==> src/rtl/fetch_unit.sv <==
// fetch_unit: instruction-fetch front end and producer side of the next-PC loop.
// Owns the fetch PC, issues req/gnt + rvalid memory requests, buffers one
// instruction toward decode and applies taken branch targets after the delay slot.
// Optional performance counters are built when FETCH_PERF_CNT_EN is defined.
module fetch_unit #(
   parameter logic [31:0] RESET_PC = 32'h0000_0000
) (
   input  logic        w_clk,
   input  logic        w_rst,
   input  logic        w_stall,
   input  logic        w_redirect,
   input  logic [31:0] w_next_pc_32,
   output logic [31:0] w_pc_32,
   output logic        w_imem_req,
   output logic [31:0] w_imem_addr_32,
   input  logic        w_imem_gnt,
   input  logic        w_imem_rvalid,
   input  logic [31:0] w_imem_rdata_32,
   output logic        w_inst_valid,
   output logic [31:0] w_inst_32,
   output logic [31:0] w_inst_pc_32,
   input  logic        w_inst_ready,
   output logic        w_fetch_err,
   output logic [31:0] w_perf_fetch_32,
   output logic [31:0] w_perf_stall_32
);

   typedef enum logic [1:0] {IDLE, REQ, WAIT, ERR} state_t;

   state_t      state_q, state_d;
   logic [31:0] pc_q;
   logic [31:0] tgt_q;
   logic        pend_q;
   logic        err_q;
   logic        reqHold_q;
   logic        instValid_q;
   logic [31:0] inst_q;
   logic [31:0] instPc_q;

   logic        reqOut;
   logic        drain;
   logic        capture;
   logic        redirectTaken;
   logic        misaligned;

   // A redirect only counts when the instruction carrying it leaves the buffer;
   // a response is only accepted while a request is actually outstanding.
   assign drain         = instValid_q & w_inst_ready;
   assign redirectTaken = drain & w_redirect;
   assign misaligned    = redirectTaken & (w_next_pc_32[1:0] != 2'b00);
   assign capture       = (state_q == WAIT) & w_imem_rvalid;

   // State register: reset lands in IDLE immediately, even mid-transaction.
   always_ff @(posedge w_clk or posedge w_rst) begin
      if (w_rst) state_q <= IDLE;
      else       state_q <= state_d;
   end

   // Next-state: the error state is entered only once the in-flight word (the delay slot) lands.
   always_comb begin
      state_d = state_q;
      case (state_q)
         IDLE:    state_d = REQ;
         REQ:     if (reqOut && w_imem_gnt) state_d = WAIT;
         WAIT:    if (capture) state_d = (err_q || misaligned) ? ERR : REQ;
         ERR:     state_d = ERR;
         default: state_d = IDLE;
      endcase
   end

   // Request output: a new request needs no stall and room in the buffer, but once raised it holds until granted.
   always_comb begin
      reqOut = 1'b0;
      if (state_q == REQ)
         reqOut = reqHold_q | (~w_stall & (~instValid_q | w_inst_ready));
   end

   // PC, pending branch target, sticky error and the one-entry instruction buffer.
   always_ff @(posedge w_clk or posedge w_rst) begin
      if (w_rst) begin
         pc_q        <= RESET_PC;
         tgt_q       <= '0;
         pend_q      <= 1'b0;
         err_q       <= 1'b0;
         reqHold_q   <= 1'b0;
         instValid_q <= 1'b0;
         inst_q      <= '0;
         instPc_q    <= '0;
      end else begin
         reqHold_q <= reqOut & ~w_imem_gnt;
         if (capture) begin
            if (pend_q)             pc_q <= tgt_q;
            else if (redirectTaken) pc_q <= w_next_pc_32;
            else                    pc_q <= pc_q + 32'd4;
         end
         if (redirectTaken && !(capture && !pend_q)) begin
            tgt_q  <= w_next_pc_32;
            pend_q <= 1'b1;
         end else if (capture) begin
            pend_q <= 1'b0;
         end
         if (misaligned) err_q <= 1'b1;
         if (capture) begin
            inst_q      <= w_imem_rdata_32;
            instPc_q    <= pc_q;
            instValid_q <= 1'b1;
         end else if (drain) begin
            instValid_q <= 1'b0;
         end
      end
   end

   assign w_pc_32        = pc_q;
   assign w_imem_req     = reqOut;
   assign w_imem_addr_32 = pc_q;
   assign w_inst_valid   = instValid_q;
   assign w_inst_32      = inst_q;
   assign w_inst_pc_32   = instPc_q;
   assign w_fetch_err    = err_q;

`ifdef FETCH_PERF_CNT_EN
   logic [31:0] perfFetch_q;
   logic [31:0] perfStall_q;

   // Count captured words and cycles lost to stall or a full, undrained buffer.
   always_ff @(posedge w_clk or posedge w_rst) begin
      if (w_rst) begin
         perfFetch_q <= '0;
         perfStall_q <= '0;
      end else begin
         if (capture) perfFetch_q <= perfFetch_q + 32'd1;
         if (w_stall || ((state_q == REQ) && instValid_q && !w_inst_ready))
            perfStall_q <= perfStall_q + 32'd1;
      end
   end

   assign w_perf_fetch_32 = perfFetch_q;
   assign w_perf_stall_32 = perfStall_q;
`else
   assign w_perf_fetch_32 = 32'd0;
   assign w_perf_stall_32 = 32'd0;
`endif

endmodule

==> config.mk <==
export PLATFORM = sky130hd
export DESIGN_NAME = fetch_unit
export DESIGN_NICKNAME = d
export VERILOG_FILES = /design/src/rtl/fetch_unit.sv
export SDC_FILE = /design/constraint.sdc
export NUM_CORES = 1
export LEC_CHECK = 0
export BUFFER_PORTS_ARGS = -buffer_cell sky130_fd_sc_hd__buf_2
export CAP_MARGIN = 10
export CORE_MARGIN = 1.5
export CORE_UTILIZATION = 50
export CTS_CLUSTER_DIAMETER = 40
export DETAILED_ROUTE_END_ITERATION = 10
export PLACE_DENSITY = 0.81
export SYNTH_ARGS = -nofsm -noshare
export SYNTH_HDL_FRONTEND = slang
export SYNTH_SLANG_ARGS = --single-unit
==> constraint.sdc <==
create_clock -name w_clk -period 7.5 [get_ports w_clk]
set_input_delay 1.5 -clock w_clk [delete_from_list [all_inputs] [get_ports w_clk]]
set_output_delay 1.5 -clock w_clk [all_outputs]
set_load 0.05 [all_outputs]
# --- After elaboration in Yosys (flattened, before gate mapping) ---
# Index checks and enable logic that the tools add are counted.
totals:
  ff_bits: 134
  inputBits: 71
  out_inout_bits: 195
  word_cells: 48
classes:
  n_addsub: 1
  eq_ne: 5
  n_mux: 11
  bitwise: 11
  n_reduce_logical: 11
op_table:
  columns: ["operator", "n"]
  rows:
  - ["32-bit 2-to-1 mux", 2]
  - ["32-bit by 3-bit adder with 32-bit output (second input constant)", 1]
  - ["2-bit case mux with 4 select lines", 1]
  - ["1-bit AND", 6]
  - ["2-bit 2-to-1 mux", 3]
  - ["2-bit nonzero test", 3]
  - ["1-bit 2-to-1 mux", 5]
  - ["2-bit equality test (second input constant)", 2]
  - ["2-bit inequality test (second input constant)", 2]
  - ["1-bit logical AND", 3]
  - ["1-bit NOT", 3]
  - ["2-bit by 1-bit equality test with 1-bit output (second input constant)", 1]
  - ["1-bit logical NOT", 2]
  - ["2-bit logical NOT", 1]
  - ["1-bit bitwise OR", 2]
  - ["2-bit AND reduction", 1]
  - ["1-bit logical OR", 1]

# --- Logic depth before layout (Yosys ltp) ---
depth:
  ltp_word: 8
  ltp_mapped: 7
  depth_no_buf: 6

# --- Worst setup path after synthesis ---
# Ideal clock, no wire load.
synth_timing:
  path_kind: "in2out"
  startpoint: "in w_inst_ready"
  endpoint: "out w_imem_req"
  arrival_time_ps: 2244
  required_time_ps: 6000
  path_slack_ps: 3756
  cell_stages: 4
  n_path_buf: 0
  path_cell_list: "nand2b_1 > a21oi_1 > nor2_1 > and2_1"
synth_between:
  elab_chain_len: 4
synth_lines:
  columns: ["element", "line_no", "text"]
  rows:
  - ["from (decl)", "22", "input logic w_inst_ready,"]
  - ["1-bit bitwise OR", "75", "reqOut = reqHold_q | (~w_stall & (~instValid_q | w_inst_ready));"]
  - ["1-bit AND", "75", null]
  - ["1-bit bitwise OR", "75", null]
  - ["1-bit 2-to-1 mux", "74", "if (state_q == REQ)"]
  - ["to (decl)", "14", "output logic w_imem_req,"]
# No other way between the ends.

# --- Worst setup path after layout ---
# Same ends and word-level chain as after synthesis.

==> impl_metrics.toml <==
[clock_network]
cts_hold_buf = 0
path_clk_slew_ns = 0.05
tritoncts = "built"
cts_setup_buffers = 0
cts_buffer_depth = 2
cts_resized = 0
numCtsBuffers = 17
clock_latency_ns = 0.41
clockRootBuffer = "clkbuf_16"
h-tree-depth = 4
cts.sinks = 134

[run_status]
outcome = "completed"

[hold_path]
min_to = "w_inst_32[18]"
hold_path_startpoint = "w_inst_32[18]"
hold_path.class = "register to register"
hold_depth = 2

[critical_path]
reg2reg_to = "w_imem_addr_32[31]"
cp_max_fo = 3
reg2regPathDepth = 5
r2r_start = "w_imem_addr_32[14]"
cp-startpoint = "w_inst_ready"
crit_path_end_kind = "output port"
startpoint_type = "input pin"
cp.required_ns = 6.00
arrival_ns = 2.37
critPathKind = "input pin to output port"
regToRegSetupSlack_ns = 4.93

[placement]
io_buffers = 201
gp_congestion = 0.801
dpl.hpwl_mm = 10.9
placed_area_um2 = 7550

[drt]
wl_per_cell_um = 15.1
viasPerCell = 5.25
first_pass_iters = 6
postRouteAntennaNets = 0
num_vias = 5836
drt_iter0_drc = 342
postRouteWirelength_mm = 16.7
drt_drc_violations_left = 0

[die]
die_w_um = 121
initial_utilization = 0.516
placementRows = 42
dieArea_um2 = 14600
die_height_um = 121
io-pin-count = 266
core-area_um2 = 13400

[logic_synthesis]
yosys.area.top_type_share = 0.485
synth_enable_flop_cells = 0
synth_commonest_cells = "235 x nand2_1, 134 x dfrtp_1, 97 x buf_4, 42 x a21oi_1, 35 x o21ai_0"
async_flop_share = 1.00
syn_area_per_cell_um2 = 8.90
synth.most_common_cell = "nand2_1"
ys_seq_area_frac = 0.485
syn_area_um2 = 6920
yosysTopAreaCell = "dfrtp_1"
yosys_warnings = 0
synth_top_cells_by_area = "dfrtp_1 48%, nand2_1 13%, buf_4 11%"
ys.flop_type = "dfrtp_1"
ys_ff_latch = 134
synth_cell_type_count = 53
synthCells = 778

[timing]
max_slew_margin = 0.221
worstMarginPinSlew_ns = 1.17
slew_viol_final = 0
hold_viol = 0
setup_tns_ns = 0
timing.final.crit_share = 0.516
grt_setup_unrepaired = "no"
layout_min_cycle_time_ns = 3.87
setup_viol = 0
finalClockSkew_ns = 0.00645
worst_hold_slack_ns = 0.467
fmax_mhz = 258

[layout]
diodes = 0
fin_area_um2 = 8180
fin_nets = 996
fillers = 1170
area_growth_pct = 18.2
drive_gt1_frac = 0.304

[power]
p_leak_nw = 4.52
vdd_ir_drop_max_mv = 0.192
power.density_nw_per_um2 = 299

[flow_run]
drv_cap = 0

[global_route]
grt_overflow = 0
grt_max_degree = 95
track_usage = 0.232
grt_pass1_vias = 5289
grt_pass1_wl_mm = 26.9
antenna_found_initial = 1
[worst max-delay path by stage]
stage / end / slack [ns]
global route: w_imem_req / 3.55
detailed placement: w_imem_req / 3.63
finish: w_imem_req / 3.63
floorplan: pend_q / 2.42
global placement: w_imem_req / 3.65
CTS: w_imem_req / 3.63
[power by group]
part	internal, mW	leakage, nW	switching (mW)
Sequential	0.820	1.81	0.0658
Clock	0.587	0.312	0.302
Combinational	0.151	2.40	0.521
Total	1.56	4.52	0.889
[through the flow]
step / cells / setup slack (ns) / power (mW) / util
4_1_cts: 1112 / 3.63 / 2.46 / 0.610
3_5_place_dp: 1081 / 3.63 / 1.57 / 0.563
2_1_floorplan: 841 / 2.42 / 1.45 / -
5_1_grt: 1112 / 3.55 / 2.55 / 0.610
3_3_place_gp: 1081 / 3.65 / 1.56 / 0.563
6_report: 1112 / 3.63 / 2.45 / 0.610
[layout make-up]
class,instances,area [um2],area share
clock inverters,9,148,0.0181
inverters,7,31.3,0.00382
multi-input cells,556,2880,0.353
repair buffers,208,1060,0.129
flip-flops and latches,134,3350,0.410
clock buffers,22,484,0.0592
well taps,176,220,0.0269
[state kept, by name, indices dropped and copies added, names as in the netlist]
register / count
tgt_q: 32
state_q: 2
w_fetch_err: 1
w_inst_valid: 1
reqHold_q: 1
w_inst_pc_32: 32
w_inst_32: 32
pend_q: 1
w_imem_addr_32: 32
[cells in the final DEF (no fill, tap or decap), types with 3 or more instances in the layout]
cell type / n
buf_2: 201
dfrtp_1: 134
clkinv_2: 4
clkbuf_8: 4
o211ai_1: 3
buf_4: 7
a31oi_1: 9
o21ai_0: 35
bufinv_16: 4
a221oi_1: 5
a21oi_1: 41
nand3_1: 15
nor2_1: 20
nor4_1: 7
a211oi_1: 8
nand2_1: 235
o22a_1: 3
inv_1: 6
and3_1: 18
nor3_1: 7
clkbuf_16: 17
conb_1: 64
a22o_1: 5
nand4_1: 9
mux2_2: 32
[critical path: stages]
cell and delay, ns:
buf_2 0.11, nand2b_1 0.14, a21oi_1 0.18, nor2_1 0.08, and2_1 0.15, buf_2 0.20
[kinds of logic after synthesis]
group           count (synthesis)  share of synthesized area
simple gates                  330                      0.207
buf+inv                       151                      0.136
flops                         134                      0.485
compound gates                126                      0.114
mux                            32                     0.0521
xor+xnor                        3                    0.00380
fa+ha+maj                       1                    0.00181
other cells                     1                   0.000542
[routing by layer]
metal	wire (um)	up-vias	global-route usage
met4	265	2	0.0787
met3	955	24	0.0519
met1	7430	2820	0.322
met2	8070	234	0.360
li1	-	2756	-
met5	16	-	0
(Power assumes the default switching activity.)
